## src/rtl/apb_arb_pkg.sv

```systemverilog
// Shared state type and constants for the APB round-robin arbiter family.
package apb_arb_pkg;

  typedef enum logic [1:0] {
    IDLE   = 2'd0,
    SETUP  = 2'd1,
    ACCESS = 2'd2
  } apb_arb_state_e;

  localparam logic [31:0]  APB_ARB_ERR_DATA     = 32'hDEAD_BEEF;
  localparam int unsigned  APB_ARB_TIMEOUT_DFLT = 255;

endpackage

```

## src/rtl/apb_rr_picker.sv

```systemverilog
// Combinational rotating-priority picker: first set request scanning ptr, ptr+1, ... mod NB_REQ.
module apb_rr_picker #(
  parameter int unsigned NB_REQ = 2
) (
  input  logic [NB_REQ-1:0]         i_req,
  input  logic [$clog2(NB_REQ)-1:0] i_ptr,
  output logic                      o_valid,
  output logic [$clog2(NB_REQ)-1:0] o_idx
);

  localparam int unsigned IW = $clog2(NB_REQ);

  always_comb begin : pick
    int unsigned c;
    o_valid = 1'b0;
    o_idx   = '0;
    c       = 0;
    for (int unsigned k = 0; k < NB_REQ; k++) begin
      // ptr < NB_REQ, so a single subtraction is enough to wrap non-power-of-2 sizes
      c = 32'(i_ptr) + k;
      if (c >= NB_REQ) c = c - NB_REQ;
      if (!o_valid && i_req[c]) begin
        o_valid = 1'b1;
        o_idx   = IW'(c);
      end
    end
  end

endmodule

```

## src/rtl/apb_rr_arbiter.sv

```systemverilog
// Round-robin arbiter sharing one downstream APB port among NB_REQ upstream APB masters.
// Optional ACCESS watchdog is enabled by defining APB_ARB_TIMEOUT_EN.
module apb_rr_arbiter
  import apb_arb_pkg::*;
#(
  parameter int unsigned NB_REQ         = 2,
  parameter int unsigned APB_ADDR_WIDTH = 32,
  parameter int unsigned APB_DATA_WIDTH = 32,
  parameter int unsigned TIMEOUT_CYCLES = APB_ARB_TIMEOUT_DFLT
) (
  input  logic                               clk,
  input  logic                               rst,
  input  logic [NB_REQ*APB_ADDR_WIDTH-1:0]   s_paddr,
  input  logic [NB_REQ*APB_DATA_WIDTH-1:0]   s_pwdata,
  input  logic [NB_REQ-1:0]                  s_pwrite,
  input  logic [NB_REQ-1:0]                  s_psel,
  input  logic [NB_REQ-1:0]                  s_penable,
  output logic [NB_REQ*APB_DATA_WIDTH-1:0]   s_prdata,
  output logic [NB_REQ-1:0]                  s_pready,
  output logic [NB_REQ-1:0]                  s_pslverr,
  output logic [APB_ADDR_WIDTH-1:0]          m_paddr,
  output logic [APB_DATA_WIDTH-1:0]          m_pwdata,
  output logic                               m_pwrite,
  output logic                               m_psel,
  output logic                               m_penable,
  input  logic [APB_DATA_WIDTH-1:0]          m_prdata,
  input  logic                               m_pready,
  input  logic                               m_pslverr,
  output logic [$clog2(NB_REQ)-1:0]          grant_o,
  output logic                               busy_o,
  output logic                               timeout_o
);

  localparam int unsigned GW = $clog2(NB_REQ);
  localparam int unsigned AW = APB_ADDR_WIDTH;
  localparam int unsigned DW = APB_DATA_WIDTH;

  apb_arb_state_e r_state, w_state_nxt;
  logic [GW-1:0]  r_grant, w_grant_nxt;
  logic [GW-1:0]  r_ptr, w_ptr_nxt;
  logic [GW-1:0]  w_pick_idx, w_grant_inc;
  logic           w_pick_valid;
  logic           w_done, w_abort, w_to_hit;
  logic           w_unused;

  assign w_unused = ^{s_penable, (TIMEOUT_CYCLES == 0)};

  apb_rr_picker #(.NB_REQ(NB_REQ)) u_picker (
    .i_req   (s_psel),
    .i_ptr   (r_ptr),
    .o_valid (w_pick_valid),
    .o_idx   (w_pick_idx)
  );

  assign w_grant_inc = (r_grant == GW'(NB_REQ - 1)) ? '0 : r_grant + 1'b1;

  always_ff @(posedge clk or posedge rst) begin
    if (rst) begin
      r_state <= IDLE;
      r_grant <= '0;
      r_ptr   <= '0;
    end else begin
      r_state <= w_state_nxt;
      r_grant <= w_grant_nxt;
      r_ptr   <= w_ptr_nxt;
    end
  end

  always_comb begin
    w_state_nxt = r_state;
    w_grant_nxt = r_grant;
    w_ptr_nxt   = r_ptr;
    m_psel      = 1'b0;
    m_penable   = 1'b0;
    w_done      = 1'b0;
    w_abort     = 1'b0;
    case (r_state)
      IDLE: begin
        if (w_pick_valid) begin
          w_grant_nxt = w_pick_idx;
          w_state_nxt = SETUP;
        end
      end
      SETUP: begin
        m_psel      = 1'b1;
        w_state_nxt = ACCESS;
      end
      ACCESS: begin
        m_psel    = 1'b1;
        m_penable = 1'b1;
        w_done    = m_pready;
        w_abort   = !m_pready && w_to_hit;
        if (w_done || w_abort) begin
          w_ptr_nxt   = w_grant_inc;
          w_state_nxt = IDLE;
        end
      end
      default: w_state_nxt = IDLE;
    endcase
  end

  always_comb begin
    m_paddr   = '0;
    m_pwdata  = '0;
    m_pwrite  = 1'b0;
    s_prdata  = '0;
    s_pready  = '0;
    s_pslverr = '0;
    for (int unsigned i = 0; i < NB_REQ; i++) begin
      if (r_grant == GW'(i)) begin
        if (r_state != IDLE) begin
          m_paddr  = s_paddr[i*AW +: AW];
          m_pwdata = s_pwdata[i*DW +: DW];
          m_pwrite = s_pwrite[i];
        end
        // A requester that dropped psel mid-transfer gets no response; the bus still completes.
        if ((w_done || w_abort) && s_psel[i]) begin
          s_pready[i]           = 1'b1;
          s_pslverr[i]          = w_abort | m_pslverr;
          s_prdata[i*DW +: DW]  = w_abort ? DW'(APB_ARB_ERR_DATA) : m_prdata;
        end
      end
    end
  end

`ifdef APB_ARB_TIMEOUT_EN
  localparam int unsigned CW = $clog2(TIMEOUT_CYCLES + 1);
  logic [CW-1:0] r_to_cnt;

  always_ff @(posedge clk or posedge rst) begin
    if (rst) begin
      r_to_cnt <= '0;
    end else if (r_state == SETUP) begin
      r_to_cnt <= '0;
    end else if (r_state == ACCESS && !m_pready) begin
      r_to_cnt <= r_to_cnt + 1'b1;
    end
  end

  // Counter holds the number of earlier stalled ACCESS cycles, so the limit hits on the last allowed one.
  assign w_to_hit  = (r_to_cnt == CW'(TIMEOUT_CYCLES - 1));
  assign timeout_o = w_abort;
`else
  assign w_to_hit  = 1'b0;
  assign timeout_o = 1'b0;
`endif

  assign busy_o  = (r_state != IDLE);
  assign grant_o = r_grant;

endmodule

```

## config.mk

```make
export PLATFORM = sky130hd
export DESIGN_NAME = apb_rr_arbiter
export DESIGN_NICKNAME = d
export VERILOG_FILES = /design/src/rtl/apb_arb_pkg.sv /design/src/rtl/apb_rr_picker.sv /design/src/rtl/apb_rr_arbiter.sv
export SDC_FILE = /design/constraint.sdc
export NUM_CORES = 1
export LEC_CHECK = 0
export CAP_MARGIN = 0
export CORE_AREA = 2 2 119 121
export CTS_BUF_LIST = sky130_fd_sc_hd__clkbuf_4 sky130_fd_sc_hd__clkbuf_8 sky130_fd_sc_hd__clkbuf_16
export DETAILED_ROUTE_END_ITERATION = 6
export DIE_AREA = 0 0 121 123
export GPL_TIMING_DRIVEN = 0
export SYNTH_ARGS = -nofsm -noshare
export SYNTH_HDL_FRONTEND = slang
export SYNTH_SLANG_ARGS = --single-unit
```

## constraint.sdc

```tcl
create_clock -name clk -period 2.3 [get_ports clk]
set_input_delay 0.46 -clock clk [delete_from_list [all_inputs] [get_ports clk]]
set_output_delay 0.46 -clock clk [all_outputs]
set_load 0.01 [all_outputs]
```

==> qor.yml, run 1 <==
finalHoldViolCount: 0
start_kind: "register"
crit_top_cell: "buf_6"
die_area_mm2: 0.01488
crit_fanout: 6
path_cells: "buf_4 -> ha_4 -> and4b_4 -> buf_6 -> buf_6 -> buf_6 -> and2_1 -> buf_2"
totalPowerFinal_mw: 3.893
root_buffer: "clkbuf_16"
drt_wl_total_um: 11500
final_max_slew_viol_count: 0
wire_per_inst_um: 15.43
synth_nets: 417
grt-ovfl-total: 0
pwr-share-seq: 0.033
rr_startpoint: "r_state[1]"
finalSetupViolCount: 0
crit_type: "register to output pin"
layout.nets: 740
clock_skew_ns: 0.002504
hold_buffers: 0
crit_required_ns: 1.84
netlist_area_mm2: 0.001704
finalWeightedCongestion: 0.7472
via_per_inst: 3.895
status: "finished, final reports clean"
grt_pass1_wl_um: 16090
synth-xor-area-share: 0
finalCriticalPeriod_ns: 2.240
clkLatencyLatePin_ns: 0.23
ys_seq_area_frac: 0.05874
clkSinkCount: 4
p_switching_mw: 1.680
whs_ns: 0.4148
synthAdderAreaFrac: 0.02937
synth_edf_count: 0
powerDensity_mw_per_mm2: 766.2
num_rows: 43
dr.pass1.iters: 4
dp_cells: 727
leakagePower_nw: 2.699
ys_types: 21
dpl.hpwl_um: 9668
place_ws_ns: -0.6878
slowest_delay_ns: 0.38
met3_usage: 0.03090
synth.largest_area_cell: "mux2i_1"
rsz0062_at_grt: "true"
clkPwrFrac: 0.071
p_int_mw: 2.213
fillers: 1436
synth_common_cells: "and2_1, nor2_1, mux2i_1"
antenna_left: 0
die_h_um: 123
netSwitchingFraction: 0.4315
ir_drop_uv: 442.0
ys_ff_latch: 4
crit_arrival_ns: 1.78
synth-simple-area-share: 0.4009
busiest_layer: "met2"
io_pins: 308
final_layout_size_suffix_gt1_frac: 0.1773
period_share: 0.9740
avgSynthCellArea_um2: 7.013
met1_usage: 0.1475
cts_buffers: 3
start_util: 0.1252
grt_pass1_vias: 2925
drc: 0
final_cells: 745
synthCells: 243
antenna_found_initial: 1
htree_levels: 1
yosys_warnings: 0
dr.first_iter.drc_count: 51
muxShareOfSynthArea: 0.3994
vias: 2902
fin_tns_setup_ns: 0
end_kind: "output pin"
worst_slack_ns: 0.05979
grt_max_degree: 11
hold_class: "input pin to asynchronous set/reset pin"
clock.fmax_ghz: 0.4464
use_met2: 0.2742
synth_async_sr_flop_share: 1.000
cp-startpoint: "r_state[1]"
grt_use_total: 0.1387
syn2layout_area_growth_pct: 198.2
clk_pin_slew_worst_paths_ns: 0.03
crit_slowest_cell: "dfrtp_1"
tritoncts: "done"
synth-compound-area-share: 0.02643
p_comb_frac: 0.897
synth_top_flop_cell: "dfrtp_1"
port_buffers: 304
maxCapViolCount: 0
synth_top_family_by_area: "simple AND/OR/NAND/NOR gates"
core-area_mm2: 0.01361
die_x_um: 121
netlist_top_cells_area: "mux2i_1, and2_1, nor2_1, dfrtp_1, buf_2"
yosysTopAreaCellShare: 0.3818
cts_buffer_depth: 2
==> metrics by stage <==
| stage | util | area (um^2) |
|---|---|---|
| after global placement | 0.3653 | 4972 |
| after detailed placement | 0.3653 | 4972 |
| after floorplan | - | 1704 |
| after global routing | 0.3733 | 5081 |
| after CTS | 0.3740 | 5091 |
| final | 0.3733 | 5081 |
==> what timing repair did <==
action	4_1_cts	5_1_grt
setup endpoints to repair	133	97
pin swaps	2	1
cloned	1	1
setup buffers	7	5
resized for setup	171	114
==> flip-flops by register name (all words and copies together) (netlist names) <==
| register | count |
|---|---|
| r_state | 2 |
| grant_o | 1 |
| r_ptr | 1 |
==> power groups by stage <==
stage                     clock [mW]  combinational [mW]  sequential, mW
final                          0.276                3.49           0.127
after CTS                      0.276                3.48           0.132
after global routing           0.283                3.78           0.132
after global placement             0                3.50           0.125
after floorplan                    0                1.64           0.126
after detailed placement           0                3.52           0.129
==> logic make-up after synthesis <==
| group | Yosys count |
|---|---|
| adders and majority gates | 4 |
| muxes | 67 |
| other | 1 |
| AOI/OAI and AO/OA | 5 |
| buffers and inverters | 27 |
| DFF | 4 |
| and+or+nand+nor | 135 |
==> cell usage in the layout (no fill, tap or decap), types with 2 or more instances in the layout <==
| master | count |
|---|---|
| dlymetal6s2s_1 | 22 |
| ha_1 | 2 |
| and2_4 | 4 |
| buf_2 | 9 |
| nor2_1 | 66 |
| inv_1 | 3 |
| dlygate4sd2_1 | 50 |
| clkdlybuf4s50_1 | 183 |
| clkbuf_16 | 3 |
| mux2i_1 | 65 |
| a21oi_1 | 2 |
| buf_6 | 18 |
| dfrtp_1 | 4 |
| inv_2 | 2 |
| mux2_4 | 2 |
| clkbuf_2 | 38 |
| and2_1 | 62 |
| ha_4 | 2 |
| buf_4 | 16 |
==> layout make-up <==
cell class                      count  area, um^2  area share
Timing Repair Buffer              318        2938      0.5782
Antenna cell                        1       2.502   0.0004925
Tap cell                          180       225.2     0.04432
Inverter                            5       18.77    0.003694
Clock buffer                        3       75.07     0.01477
Buffer                             22       217.7     0.04285
Sequential cell                     4       100.1     0.01970
Multi-Input combinational cell    212        1504      0.2960
==> worst paths after layout <==
kind,end,slack [ns],cells past startpoint
setup / recovery,s_prdata[4],0.06,8
hold / removal,grant_o,0.41,2
setup reg to reg,r_state[1],0.75,5
hold reg to reg,grant_o,0.54,2
max in group asynchronous,r_state[0],1.73,2
min in group clk,grant_o,0.54,2
==> layer usage <==
layer	part of all wire	up-vias	wire [um]
met1	0.36	1265	4196
met5	0	-	0
met4	0.018	0	208
li1	-	1429	-
met3	0.099	13	1138
met2	0.52	195	5955
==> critical path: cells and delay by family, from the launching register on <==
kind | cells | cell delay, ns
fa+ha+maj | 1 | 0.17
flops | 1 | 0.38
buf+inv | 5 | 0.63
simple gates | 2 | 0.36
Power figures use the tool's default switching activity.
==> run 2, diff against run 1 <==
Settings changed: ABC_CLOCK_PERIOD_IN_PS from default to 2300, CTS_CLUSTER_SIZE from default to 40.
==> results of run 2 <==
Final layout, timing and power as in run 1 (identical DEF).
